--- src/rtl/dbg_scan_tx.sv ---
// Debug observation port scanner: steps the output select, captures the
// LED word and streams a 5-byte record per select over an 8N1 line.
module dbg_scan_tx #(
  parameter int CLKS_PER_BIT  = 16,
  parameter int NUM_SEL       = 8,
  parameter int SETTLE_CYCLES = 2
) (
  input  logic        SYS_clk,
  input  logic        SYS_reset_n,
  input  logic        DBG_start,
  input  logic [26:0] DBG_leds_in,
  output logic [7:0]  DBG_sel_out,
  output logic        DBG_tx,
  output logic        DBG_busy,
  output logic        DBG_done,
  output logic [7:0]  DBG_frame_cnt
);

  localparam logic [7:0] BAUD_LAST = 8'(CLKS_PER_BIT - 1);
  localparam logic [7:0] LAST_SEL  = 8'(NUM_SEL - 1);
  localparam logic [3:0] SETTLE_LAST =
    4'((SETTLE_CYCLES == 0) ? 0 : SETTLE_CYCLES - 1);

  // NEXT is folded into the final TX edge, so it has no encoding
  typedef enum logic [1:0] {
    IDLE, SETTLE, CAPTURE, TX
  } state_t;

  state_t      state_q;
  state_t      state_d;
  logic [3:0]  settle_cnt;
  logic [7:0]  baud_cnt;
  logic [3:0]  bit_idx;
  logic [2:0]  byte_idx;
  logic [26:0] cap;
  logic [7:0]  cur_byte;
  logic        settle_done;
  logic        slot_end;
  logic        last_slot;
  logic        last_byte;
  logic        rec_end;
  logic        more_sel;
  logic        tx_next;

  assign settle_done = (settle_cnt == SETTLE_LAST);
  assign slot_end    = (baud_cnt == BAUD_LAST);
  assign last_slot   = (bit_idx == 4'd9);
  assign last_byte   = (byte_idx == 3'd4);
  assign rec_end     = slot_end && last_slot && last_byte;
  assign more_sel    = (DBG_sel_out < LAST_SEL);

  always_comb begin
    cur_byte = {5'b0, cap[26:24]};
    unique case (byte_idx)
      3'd0:    cur_byte = DBG_sel_out;
      3'd1:    cur_byte = cap[7:0];
      3'd2:    cur_byte = cap[15:8];
      3'd3:    cur_byte = cap[23:16];
      default: cur_byte = {5'b0, cap[26:24]};
    endcase
  end

  // level for the slot after bit_idx: data bit, or stop after bit 7
  assign tx_next = (bit_idx == 4'd8) ? 1'b1 : cur_byte[bit_idx[2:0]];

  always_ff @(posedge SYS_clk) begin
    if (!SYS_reset_n) state_q <= IDLE;
    else              state_q <= state_d;
  end

  always_comb begin
    state_d = state_q;
    unique case (state_q)
      IDLE:    if (DBG_start) state_d = SETTLE;
      SETTLE:  if (settle_done) state_d = CAPTURE;
      CAPTURE: state_d = TX;
      TX:      if (rec_end) state_d = more_sel ? SETTLE : IDLE;
      default: state_d = IDLE;
    endcase
  end

  always_comb begin
    DBG_busy = (state_q != IDLE);
  end

  always_ff @(posedge SYS_clk) begin
    if (!SYS_reset_n) begin
      DBG_tx        <= 1'b1;
      DBG_done      <= 1'b0;
      DBG_sel_out   <= 8'd0;
      DBG_frame_cnt <= 8'd0;
      settle_cnt    <= 4'd0;
      baud_cnt      <= 8'd0;
      bit_idx       <= 4'd0;
      byte_idx      <= 3'd0;
      cap           <= 27'd0;
    end else begin
      DBG_done <= 1'b0;
      unique case (state_q)
        IDLE: begin
          DBG_tx <= 1'b1;
          if (DBG_start) begin
            DBG_sel_out <= 8'd0;
            settle_cnt  <= 4'd0;
          end
        end
        SETTLE: begin
          settle_cnt <= settle_cnt + 4'd1;
        end
        CAPTURE: begin
          cap      <= DBG_leds_in;
          baud_cnt <= 8'd0;
          bit_idx  <= 4'd0;
          byte_idx <= 3'd0;
          DBG_tx   <= 1'b0;
        end
        TX: begin
          if (!slot_end) begin
            baud_cnt <= baud_cnt + 8'd1;
          end else begin
            baud_cnt <= 8'd0;
            if (!last_slot) begin
              bit_idx <= bit_idx + 4'd1;
              DBG_tx  <= tx_next;
            end else if (!last_byte) begin
              bit_idx  <= 4'd0;
              byte_idx <= byte_idx + 3'd1;
              DBG_tx   <= 1'b0;
            end else begin
              DBG_tx <= 1'b1;
              if (more_sel) begin
                DBG_sel_out <= DBG_sel_out + 8'd1;
                settle_cnt  <= 4'd0;
              end else begin
                DBG_done      <= 1'b1;
                DBG_frame_cnt <= DBG_frame_cnt + 8'd1;
              end
            end
          end
        end
        default: DBG_tx <= 1'b1;
      endcase
    end
  end

endmodule

--- config.mk ---
export PLATFORM = sky130hd
export DESIGN_NAME = dbg_scan_tx
export DESIGN_NICKNAME = d
export VERILOG_FILES = /design/src/rtl/dbg_scan_tx.sv
export SDC_FILE = /design/constraint.sdc
export NUM_CORES = 1
export LEC_CHECK = 0
export ABC_CLOCK_PERIOD_IN_PS = 4880
export CAP_MARGIN = 15
export CORE_ASPECT_RATIO = 0.8
export CORE_MARGIN = 10
export CORE_UTILIZATION = 33
export DETAILED_ROUTE_END_ITERATION = 7
export PLACE_DENSITY = 0.57
export SETUP_SLACK_MARGIN = 0.2
export SYNTH_ARGS = -nofsm -noshare
export SYNTH_HDL_FRONTEND = slang
export SYNTH_SLANG_ARGS = --single-unit
--- constraint.sdc ---
create_clock -name SYS_clk -period 4.88 [get_ports SYS_clk]
set_input_delay 0.976 -clock SYS_clk [delete_from_list [all_inputs] [get_ports SYS_clk]]
set_output_delay 0.976 -clock SYS_clk [all_outputs]
set_load 0.03 [all_outputs]
## Word-level counts from Yosys, hierarchy flattened

Cells that the tools add are included.

| operators by class | value |
|---|---|
| $mul | 0 |
| bitwise operators | 1 |
| muxes and demuxes | 36 |
| reductions and logical operators | 17 |
| eq/ne operators | 20 |
| $add $sub $neg | 6 |
| divide/modulo/power cells | 0 |
| shift operators | 0 |
| $lt $le $gt $ge | 2 |

Operators by type and width:

| operator | number |
|---|---|
| $mux W8 | 6 |
| $mux W4 | 8 |
| $pmux W8 S2 | 2 |
| $pmux W8 S4 | 1 |
| $add A8 B1 Y8 const B | 3 |
| $ne A2 B2 Y1 const B | 8 |
| $pmux W4 S3 | 1 |
| $reduce_and A6 Y1 | 2 |
| $reduce_and A5 Y1 | 2 |
| $mux W3 | 3 |
| $add A4 B1 Y4 const B | 2 |
| $eq A4 B4 Y1 const B | 2 |
| $eq A8 B4 Y1 const B | 1 |
| $lt A8 B3 Y1 const B | 1 |
| $pmux W2 S4 | 1 |
| $pmux W4 S2 | 1 |
| $mux W1 | 7 |
| $eq A3 B2 Y1 const B | 2 |
| $mux W2 | 3 |
| $pmux W3 S2 | 1 |
| $reduce_and A3 Y1 | 2 |
| $reduce_bool A2 Y1 | 3 |
| $reduce_bool A3 Y1 | 2 |
| $eq A2 B2 Y1 const B | 2 |
| 15 further kinds | 16 |

| word-level totals | value |
|---|---|
| memories | 0 |
| latch bits | 0 |
| output and inout port bits | 19 |
| input bits | 30 |
| word-level logic and storage cells | 92 |
| bits in read-only memories | 0 |
| register bits | 66 |
| RAM bits | 0 |

## Depth between registers and ports, before layout

Gate-level depths: netlist of run 1.

| logic depth | value |
|---|---|
| depth in word-level cells | 8 |
| mapped depth | 10 |

## Worst setup path before layout of run 1

Ideal clock, no wire load.

| path | value |
|---|---|
| kind | reg2reg |
| start | register baud_cnt[4] |
| end | register DBG_frame_cnt[3] |
| setup time | 0.115 ns |
| buffers on the path | 2 |
| setup slack | 2.757 ns |
| data arrival time | 2.008 ns |
| cell stages (with the launch flop) | 9 |
| cell sequence | dfxtp_1 > or4_1 > buf_2 > nor4b_4 > and3_1 > buf_2 > nand4_1 > xnor2_1 > and2_1 |

| on the way | value |
|---|---|
| longest elaborated chain between the ends | 2 |

RTL lines:

| item | line | source |
|---|---|---|
| start: declaration | 32 | `logic [7:0] baud_cnt;` |
| start signal: assignment | 119 | `baud_cnt <= baud_cnt + 8'd1;` |
| $eq A8 B4 Y1 | 46 | `assign slot_end = (baud_cnt == BAUD_LAST);` |
| $reduce_and A5 Y1 (no source line) | - |  |
| end signal: assignment | 136 | `DBG_frame_cnt <= DBG_frame_cnt + 8'd1;` |
| end: declaration | 16 | `output logic [7:0] DBG_frame_cnt` |

No other way between the ends.
A chain may end at the register's enable or synchronous reset.

## Worst setup path in the final report of run 1

| path | value |
|---|---|
| start | register state_q[0] |
| end | output port DBG_busy |

| on the way | value |
|---|---|
| longest elaborated chain between the ends | 1 |

RTL lines:

| item | line | source |
|---|---|---|
| start: declaration | 29 | `state_t state_q;` |
| start signal: assignment | 68 | `else state_q <= state_d;` |
| $reduce_bool A2 Y1 | 83 | `DBG_busy = (state_q != IDLE);` |
| end: declaration | 14 | `output logic DBG_busy,` |

No other way between the ends.

==> metrics.yaml, run 1 <==
flow_run:
  drv_cap: 0
place:
  dp_hpwl_microns: 5700
  numPortBuffers: 48
  gp_congestion: 0.801
floorplan:
  die_w_microns: 131
  dieArea_sq_um: 14400
  initial_core_util_pct: 33.9
  core_area_sq_um: 9690
  io_pins: 49
  die_h_microns: 109
  row_count: 32
critical_path:
  critical_path_class: "register to output pin"
  path_depth: 4
  r2r_cells: 8
  cp_num_buf_inv: 3
  worst_path_most_repeated_cell: "inv_1"
  slowest_stage: "clkdlybuf4s50_1"
  r2r_end: "bit_idx[0]"
  crit_family: "buffers and inverters"
  end_kind: "output pin"
  path_cells: "inv_1 -> ha_1 -> inv_1 -> clkdlybuf4s50_1"
  worstPathRequired_ns: 3.90
  cp_slowest_stage_delay_ns: 0.71
  regToRegStartpoint: "state_q[0]"
  critPathMaxFanout: 5
  crit_arrival_ns: 1.91
  ff2ff_setup_slack_ns: 2.20
  startpoint_type: "register"
timing:
  fin_setup_tns_ns: 0
  min_period_ns: 2.88
  clock_skew_ns: 0.00522
  grt_setup_unrepaired: "false"
  fmax_mhz: 347
  max_slew_margin_pct: 35.0
  setup_viol: 0
  hold_ws_ns: 0.494
  hold_viol_final: 0
  worstMarginPinSlew_ns: 0.975
  final-max-slew-violation-count: 0
  period_share_pct: 59.1
logic_synthesis:
  synth-edff-count: 0
  yosys_register_bits: 66
  synthFlopType: "dfxtp_1"
  netlist_area_sq_um: 3280
  yosysWarnings: 0
  syn_avg_cell_area_sq_um: 8.99
  yosysUniqueCellTypes: 51
  ys_seq_area_share_pct: 40.3
  netlist_instances: 365
  synth_nets: 410
  synth-async-reset-ratio_pct: 0
pwr:
  intPower_uw: 1320
  p_sw_uw: 580
  powerDensity_nw_per_um2: 450
  p_clk_share_pct: 40.1
  switching_share_pct: 30.6
  power_frac_seq_pct: 34.5
  ir_worst_vdd_mv: 0.390
  power_leakage_uw: 0.00152
  combPwrFrac_pct: 25.4
route:
  first_iter_violations: 227
  ant_nets: 0
  drtPass1Iterations: 5
  vias_per_cell: 5.01
  vias: 2733
  drc: 0
  drt-total-wl_microns: 8040
  routedWlPerCell_microns: 14.7
clocking:
  cts.sink_count: 66
  cts_made_buffers: 9
  cts_tree: "done"
  root_buffer: "clkbuf_16"
  cts_resized: 0
  clockBufferDepth: 2
  clk_latency_ns: 0.33
  hold_buffers: 0
  h-tree-depth: 3
  clk_pin_slew_ns: 0.06
  cts_setup_buffers: 0
layout:
  layout-drive-gt1-share_pct: 5.85
  n_fill_cell: 968
  nets: 450
  area_delta_synth_final_pct: 28.4
  num_antenna_cells: 0
global_routing:
  first_global_vias: 2712
  grt_overflow: 0
  grtUsageTotal_pct: 11.5
  grt_pass1_wl_microns: 13600
  antenna_found_initial: 0
  grt_max_degree: 45
worst_hold_path:
  holdCritStartpoint: "baud_cnt[7]"
  hold_class: "register to register"
  min_path_cells: 2
  min_to: "baud_cnt[7]"
status:
  status: "finished, final reports clean"
## flip-flops by register name, summed over array words and instances, names as in the netlist
name / flops
cap: 27
DBG_frame_cnt: 8
DBG_sel_out: 8
baud_cnt: 8
bit_idx: 4
settle_cnt: 4
byte_idx: 3
state_q: 2
DBG_done: 1
DBG_tx: 1
## tightest hold or removal path: cells and delay by family (launching register included)
kind | cells | cell delay (ns)
compound gates | 2 | 0.13
flops | 1 | 0.31
## Yosys cell counts (2+ instances only)
cell type	number	area (sq um)
o311ai_0	2	17.5
a41oi_1	2	17.5
nand2b_1	2	12.5
buf_2	2	10.0
or4_1	3	22.5
a222oi_1	7	70.1
nor2_1	33	124
or3_1	2	12.5
xor2_1	2	17.5
and3_1	11	68.8
dfxtp_1	66	1320
a31oi_1	2	12.5
mux2i_1	30	300
a21boi_1	2	15.0
ha_1	15	188
inv_1	13	48.8
and2_1	13	81.3
a21boi_0	6	45.0
nand2_1	23	86.3
nor2b_1	18	113
nand3b_1	5	37.5
nand4_1	8	50.1
o41ai_1	2	17.5
o21ai_0	20	100
nand3_1	8	40.0
clkbuf_1	16	60.1
buf_1	2	7.51
a21oi_1	20	100
xnor2_1	8	70.1
## power by group through the flow
stage / Clock, uW / Combinational, uW / Sequential [uW]
after floorplan: 0 / 369 / 649
after global placement: 0 / 474 / 664
after detailed placement: 0 / 480 / 666
after CTS: 773 / 482 / 655
after global routing: 801 / 537 / 664
final: 759 / 481 / 655
## metrics by stage
step	setup slack, ns	std cells	instance area, sq um	utilization [%]	total power (uW)
after detailed placement	1.98	530	3860	39.9	1150
after CTS	2.00	546	4210	43.5	1910
after global routing	1.90	546	4210	43.5	2000
after floorplan	2.76	365	3280	-	1020
after global placement	2.01	530	3860	39.9	1140
final	2.00	546	4210	43.5	1900
## cells by family (layout without fill, tap and decap cells)
family / count (synthesis) / count (layout) / share of synthesized area [%]
AO/OA/AOI/OAI: 77 / 77 / 16.2
XOR/XNOR: 10 / 10 / 2.67
adder cells (fa/ha/maj): 15 / 15 / 5.72
buffers and inverters: 33 / 78 / 3.85
flip-flops: 66 / 66 / 40.3
multiplexers: 31 / 31 / 9.49
AND/OR/NAND/NOR: 133 / 133 / 21.8
## worst max path at each step
stage / start / endpoint / slack (ns)
2_1_floorplan: baud_cnt[4] / DBG_frame_cnt[3] / 2.76
3_3_place_gp: SYS_reset_n / settle_cnt[2] / 2.01
3_5_place_dp: SYS_reset_n / settle_cnt[2] / 1.98
4_1_cts: state_q[0] / DBG_busy / 2.00
5_1_grt: state_q[0] / DBG_busy / 1.90
6_report: state_q[0] / DBG_busy / 2.00
## area by class of cell
type | instances | area, sq um | share of cell area, %
clock buffers | 9 | 225 | 5.34
clock inverters | 7 | 124 | 2.94
repair buffers | 49 | 488 | 11.6
multi-input cells | 266 | 1840 | 43.6
well taps | 136 | 170 | 4.04
inverters | 13 | 48.8 | 1.16
flip-flops and latches | 66 | 1320 | 31.4
## per-layer routing
metal  part of all wire [%]  wire, microns  global-route usage, %  vias up
li1                       -              -                      -     1380
met1                     53           4230                   15.9     1290
met2                     40           3230                   16.0       56
met3                    6.3            506                   4.60        7
met4                   0.97             78                   3.57        0
met5                      0              0                      0        -
## cell usage in the layout (no fill, tap or decap), drive strengths merged, types with 2 or more instances in the layout
cell	count
a31oi	2
xor2	2
a21oi	20
nand3	8
a21boi	8
clkbuf	9
nor2b	18
and2	13
ha	15
mux2i	30
or4	3
xnor2	8
nand2b	2
nand2	24
bufinv	3
o21ai	21
a41oi	2
o41ai	2
o311ai	2
clkdlybuf4s50	48
nor2	33
nand3b	5
o22ai	2
inv	16
a222oi	7
nand4	8
nor4b	2
and3	11
dfxtp	66
or3	2
No activity file was read; power rests on OpenSTA's default activity.
==> run 2, diff against run 1 <==
- ABC_CLOCK_PERIOD_IN_PS: 4880 -> 2480
- PLACE_DENSITY: 0.57 -> 0.59
- clock period: 4.88 -> 2.48 ns (I/O delays scaled with it)
==> run 2 against run 1 <==
  * Total power grew 93%
  * Cell area grew 2.8%
  * Highest routed layer unchanged
  * Global-route usage shrank 0.054 points
  * Sequential share of layout area shrank 0.82 points
  * Count of clock-buffer cells in the layout grew 2
  * Die area is the same
  * Wire length grew 4.0%
  * Largest cell class unchanged
  * Register-to-register slack lost 1.9 ns
  * Sequential power grew 98%
  * Via count grew 3.3%
==> metrics.yaml, run 2 (same netlist as run 1, synthesis figures left out) <==
pwr:
  power_leakage_uw: 0.00159  # +4.0%
  ir_worst_vdd_mv: 0.560  # +44%
  powerDensity_nw_per_um2: 846  # +88%
route:
  drtPass1Iterations: 5  # unchanged
  ant_nets: 0  # unchanged
  drt-total-wl_microns: 8360  # +4.0%
  routedWlPerCell_microns: 14.9  # +1.4%
  vias_per_cell: 5.04  # +0.75%
  drc: 0  # unchanged
  vias: 2824  # +3.3%
  first_iter_violations: 244  # +7.5%
timing:
  clock_skew_ns: 0.00539  # +0.000169 ns
  period_share_pct: 88.1
  hold_ws_ns: 0.494  # -0.00000100 ns
  min_period_ns: 2.18
  worstMarginPinSlew_ns: 0.493  # -0.482 ns
  layout_setup_ws_ns: 0.296  # -1.70 ns
  final-max-slew-violation-count: 0  # unchanged
  max_slew_margin_pct: 67.1  # +32 points
  setup_viol: 0  # unchanged
  fmax_mhz: 458
  grt_setup_unrepaired: "false"
  fin_setup_tns_ns: 0  # unchanged
  hold_viol_final: 0  # unchanged
floorplan:
  die_h_microns: 109  # unchanged
  row_count: 32  # unchanged
  io_pins: 49  # unchanged
  initial_core_util_pct: 33.9  # unchanged
  dieArea_sq_um: 14400  # unchanged
  core_area_sq_um: 9690  # unchanged
  die_w_microns: 131  # unchanged
clocking:
  clockBufferDepth: 2  # unchanged
  cts.sink_count: 66  # unchanged
  cts_made_buffers: 9  # unchanged
  clk_pin_slew_ns: 0.05  # about the same
  cts_tree: "done"
  h-tree-depth: 3  # unchanged
  hold_buffers: 0  # unchanged
  clk_latency_ns: 0.32  # about the same
  root_buffer: "clkbuf_16"
global_routing:
  grt_max_degree: 25  # -44%
  grt_overflow: 0  # unchanged
  antenna_found_initial: 0  # unchanged
  first_global_vias: 2530  # -6.7%
  grt_pass1_wl_microns: 13300  # -1.9%
  grtUsageTotal_pct: 11.5  # -0.054 points
place:
  dp_hpwl_microns: 6450  # +13%
  numPortBuffers: 48  # unchanged
  gp_congestion: 0.814  # +1.7%
  place_ws_ns: 0.185  # -1.80 ns
layout:
  layout-drive-gt1-share_pct: 10.6  # +4.8 points
  fin_util_pct: 44.7  # +1.2 points
  largest_reg_flops: 27  # unchanged
  area_delta_synth_final_pct: 32.0
  final_cell_mix: "65 x dfxtp_1, 47 x clkdlybuf4s50_1, 33 x nor2_1"
  nets: 464  # +3.1%
  num_antenna_cells: 0  # unchanged
  top_register: "cap"
  n_fill_cell: 969  # +0.10%
  layout_commonest_cell: "dfxtp_1"
critical_path:
  slowest_stage: "or4_4"
  worstPathRequired_ns: 2.68  # -1.22 ns
  critPathMaxFanout: 5  # unchanged
  path_cells: "or4_4 -> buf_4 -> o21a_1 -> o21ai_0 -> nand2_1 -> o41ai_1 -> nand2_1"
  critical_path_class: "register to register"
  end_kind: "register"
  cp_slowest_stage_delay_ns: 0.57  # -0.14 ns
  startpoint_type: "register"
  crit_arrival_ns: 2.39  # +0.48 ns
  worst_path_most_repeated_cell: "nand2_1"
worst_hold_path:
  hold_class: "register to register"
status:
  status: "finished, final reports clean"
flow_run:
  drv_cap: 0  # unchanged
run 2: cell types whose count changed in the layout (fill, tap and decap cells not counted), moves of 2 or more:
cell | previous run | this run
buf_4 | 1 | 15
ha_1 | 14 | 12
inv_6 | 3 | 0
clkinv_2 | 0 | 2
run 2: power breakdown:
group / leakage [uW] / switching (uW) / internal, uW
Combinational: 0.000896 / 563 / 452
Sequential: 0.000534 / 112 / 1190
Clock: 0.000156 / 446 / 903
Total: 0.00159 / 1120 / 2550
run 2: worst max-delay path: cells and delay by family, from the launching register on:
kind | cells | cell delay (ns)
DFF | 1 | 0.35
and+or+nand+nor | 3 | 0.74
buffers and inverters | 1 | 0.17
AOI/OAI and AO/OA | 3 | 0.79
run 2: worst paths after layout:
check                   start          end  slack, ns  cells after the start
hold / removal    baud_cnt[7]  baud_cnt[7]       0.49                      2
setup reg to reg  baud_cnt[4]       DBG_tx       0.30                      7
hold reg to reg   baud_cnt[7]  baud_cnt[7]       0.49                      2
setup / recovery  baud_cnt[4]       DBG_tx       0.30                      7
run 2: cell type report:
type	instances	area (sq um)	area share, %
sequential	66	1320	30.5
multi-input combinational	266	1880	43.4
clock inverter	5	77.6	1.79
clock buffer	11	243	5.60
inverter	13	48.8	1.13
timing repair buffer	63	592	13.7
tap	136	170	3.93
run 2: per-stage QoR:
step	total power [uW]	instance area, sq um	cells
after detailed placement	2310	3960	543
after CTS	3660	4280	559
after floorplan	2000	3280	365
final	3670	4330	560
after global routing	3870	4330	560
after global placement	2290	3960	543
run 2: what timing repair did:
action / CTS / global route
setup endpoints to repair: 7 / 14
gates resized for setup: 2 / 10
buffers inserted: 0 / 1
pin swaps: 1 / 4
run 2: metal layers:
metal  up-vias  track usage [%]  wire, microns
li1       1410                -              -
met1      1335             16.5           4230
met2        75             15.1           3470
met3         4             4.60            622
met4         0             3.33             48
met5         -                0              0
==> run 3, diff against run 2 <==
- CORE_MARGIN: 10 -> unset
==> run 3 against run 2 <==
  * Register-to-register slack better by 0.02 ns
  * Clock skew is 0.00051 ns lower
  * Final cell count is 0.18% lower
  * Critical path type is now register to output pin
  * Largest cell class unchanged
  * Hold slack better by 0.00070 ns
  * Count of clock-buffer cells in the layout is 2 lower
  * Highest routed layer unchanged
  * Non-clock buffer count is 1 lower
  * Largest power group is now sequential cells
==> metrics.yaml, run 3 (same netlist as run 1, synthesis figures left out) <==
status:
  status: "finished, final reports clean"
clocking:
  h-tree-depth: 3  # unchanged
  cts_tree: "done"
  root_buffer: "clkbuf_16"
  hold_buffers: 0  # unchanged
  clk_pin_slew_ns: 0.06  # about the same
  clk_latency_ns: 0.34  # +0.02 ns
  clockBufferDepth: 2  # unchanged
  cts.sink_count: 66  # unchanged
  cts_made_buffers: 9  # unchanged
layout:
  area_delta_synth_final_pct: 31.6
  nets: 463  # -0.22%
  n_fill_cell: 948  # -2.2%
  layout-drive-gt1-share_pct: 11.1  # +0.50 points
  final_cell_mix: "63 x dfxtp_1, 47 x clkdlybuf4s50_1, 33 x nor2_1"
  fin_util_pct: 44.8  # +0.069 points
  largest_reg_flops: 27  # unchanged
  top_register: "cap"
  layout_commonest_cell: "dfxtp_1"
  num_antenna_cells: 0  # unchanged
critical_path:
  worst_path_most_repeated_cell: "inv_1"
  critical_path_class: "register to output pin"
  crit_family: "buffers and inverters"
  cp_slowest_stage_delay_ns: 0.43  # -0.14 ns
  end_kind: "output pin"
  startpoint_type: "register"
  ff2ff_setup_slack_ns: 0.32  # +0.02 ns
  crit_arrival_ns: 1.68  # -0.71 ns
  path_cells: "inv_1 -> ha_1 -> inv_1 -> dlygate4sd2_1"
  worstPathRequired_ns: 1.98  # -0.70 ns
  critPathMaxFanout: 5  # unchanged
  slowest_stage: "dlygate4sd2_1"
  cp_num_buf_inv: 3  # +2
floorplan:
  core_area_sq_um: 9650  # -0.41%
  dieArea_sq_um: 10400  # -28%
  initial_core_util_pct: 34.0  # +0.14 points
  row_count: 32  # unchanged
  die_w_microns: 113  # -14%
  die_h_microns: 91.2  # -16%
  io_pins: 49  # unchanged
timing:
  clock_skew_ns: 0.00488  # -0.000510 ns
  final-max-slew-violation-count: 0  # unchanged
  hold_viol_final: 0  # unchanged
  period_share_pct: 87.7  # -0.36 points
  min_period_ns: 2.18  # -0.00900 ns
  max_slew_margin_pct: 65.6  # -1.5 points
  fmax_mhz: 460  # +0.41%
  worstMarginPinSlew_ns: 0.516  # +0.0225 ns
  grt_setup_unrepaired: "false"
  setup_viol: 0  # unchanged
  fin_setup_tns_ns: 0  # unchanged
global_routing:
  grt_max_degree: 32  # +28%
  first_global_vias: 2675  # +5.7%
  busiest_layer: "met1"
  antenna_found_initial: 0  # unchanged
  grt_pass1_wl_microns: 13500  # +1.1%
  use_met2_pct: 23.3  # +8.1 points
  use_met1_pct: 24.6  # +8.2 points
  grtUsageTotal_pct: 16.9  # +5.4 points
  grt_overflow: 0  # unchanged
  grt_use_met3_pct: 5.01  # +0.41 points
place:
  gp_congestion: 0.793  # -2.6%
  dp_hpwl_microns: 5900  # -8.6%
  numPortBuffers: 48  # unchanged
route:
  ant_nets: 0  # unchanged
  vias_per_cell: 5.04  # about the same
  drt-total-wl_microns: 8170  # -2.3%
  drc: 0  # unchanged
  routedWlPerCell_microns: 14.6  # -2.2%
  first_iter_violations: 197  # -19%
  vias: 2820  # -0.14%
  drtPass1Iterations: 7  # +2
worst_hold_path:
  hold_class: "register to register"
pwr:
  powerDensity_nw_per_um2: 832  # -1.7%
  power_leakage_uw: 0.00157  # -1.1%
  ir_worst_vdd_mv: 0.397  # -29%
flow_run:
  drv_cap: 0  # unchanged
## run 3: cell types whose count changed in the layout (fill, tap and decap cells not counted), sizes merged
cell | previous run | this run
buf | 15 | 14
inv | 13 | 14
clkbuf | 11 | 9
clkinvlp | 1 | 3
bufinv | 2 | 1
## run 3: area by class of cell
type | count | area, sq um | area share (%)
Clock inverter | 7 | 78.8 | 1.82
Clock buffer | 9 | 225 | 5.21
Inverter | 13 | 48.8 | 1.13
Tap cell | 136 | 170 | 3.94
Multi-Input combinational cell | 266 | 1890 | 43.7
Timing Repair Buffer | 62 | 584 | 13.5
Sequential cell | 66 | 1330 | 30.7
## run 3: timing repair
item,in CTS,in global routing
resized for setup,3,12
endpoints found under the setup margin,8,12
pin swaps,1,6
setup buffers,0,0
gates cloned,0,0
## run 3: metal layers
layer  vias to the layer above  part of all wire, %  wire length (microns)
met5                         -                    0                      0
met4                         0                  1.3                    104
met3                        10                  5.1                    419
met2                        86                   39                   3220
met1                      1320                   54                   4420
li1                       1404                    -                      -
## run 3: worst min-delay path, cell delays in order, from the launching register on
cell and delay (ns):
dfxtp_1 0.33, mux2i_1 0.06, nor2_1 0.07
## run 3: power by group
part | internal, uW | leakage (uW) | switching (uW)
Combinational | 446 | 0.000896 | 570
Sequential | 1190 | 0.000535 | 109
Clock | 784 | 0.000138 | 497
Total | 2420 | 0.00157 | 1180
## run 3: stage by stage
step	cells	area, sq um	power [uW]	setup WS (ns)	hold WS (ns)
2_1_floorplan	365	3280	2000	0.357	0.453
3_3_place_gp	543	3960	2290	0.232	0.478
3_5_place_dp	543	3960	2300	0.136	0.488
4_1_cts	559	4270	3580	0.234	0.501
5_1_grt	559	4320	3790	0.198	0.522
6_report	559	4320	3600	0.305	0.494
## run 3: path summary, 6_finish.rpt
| path | from | end | depth (start not counted) |
|---|---|---|---|
| worst max-delay path | state_q[0] | DBG_busy | 4 |
| worst min register to register | cap[6] | cap[6] | 2 |
| worst max register to register | baud_cnt[4] | DBG_frame_cnt[5] | 6 |
| worst min-delay path | cap[6] | cap[6] | 2 |
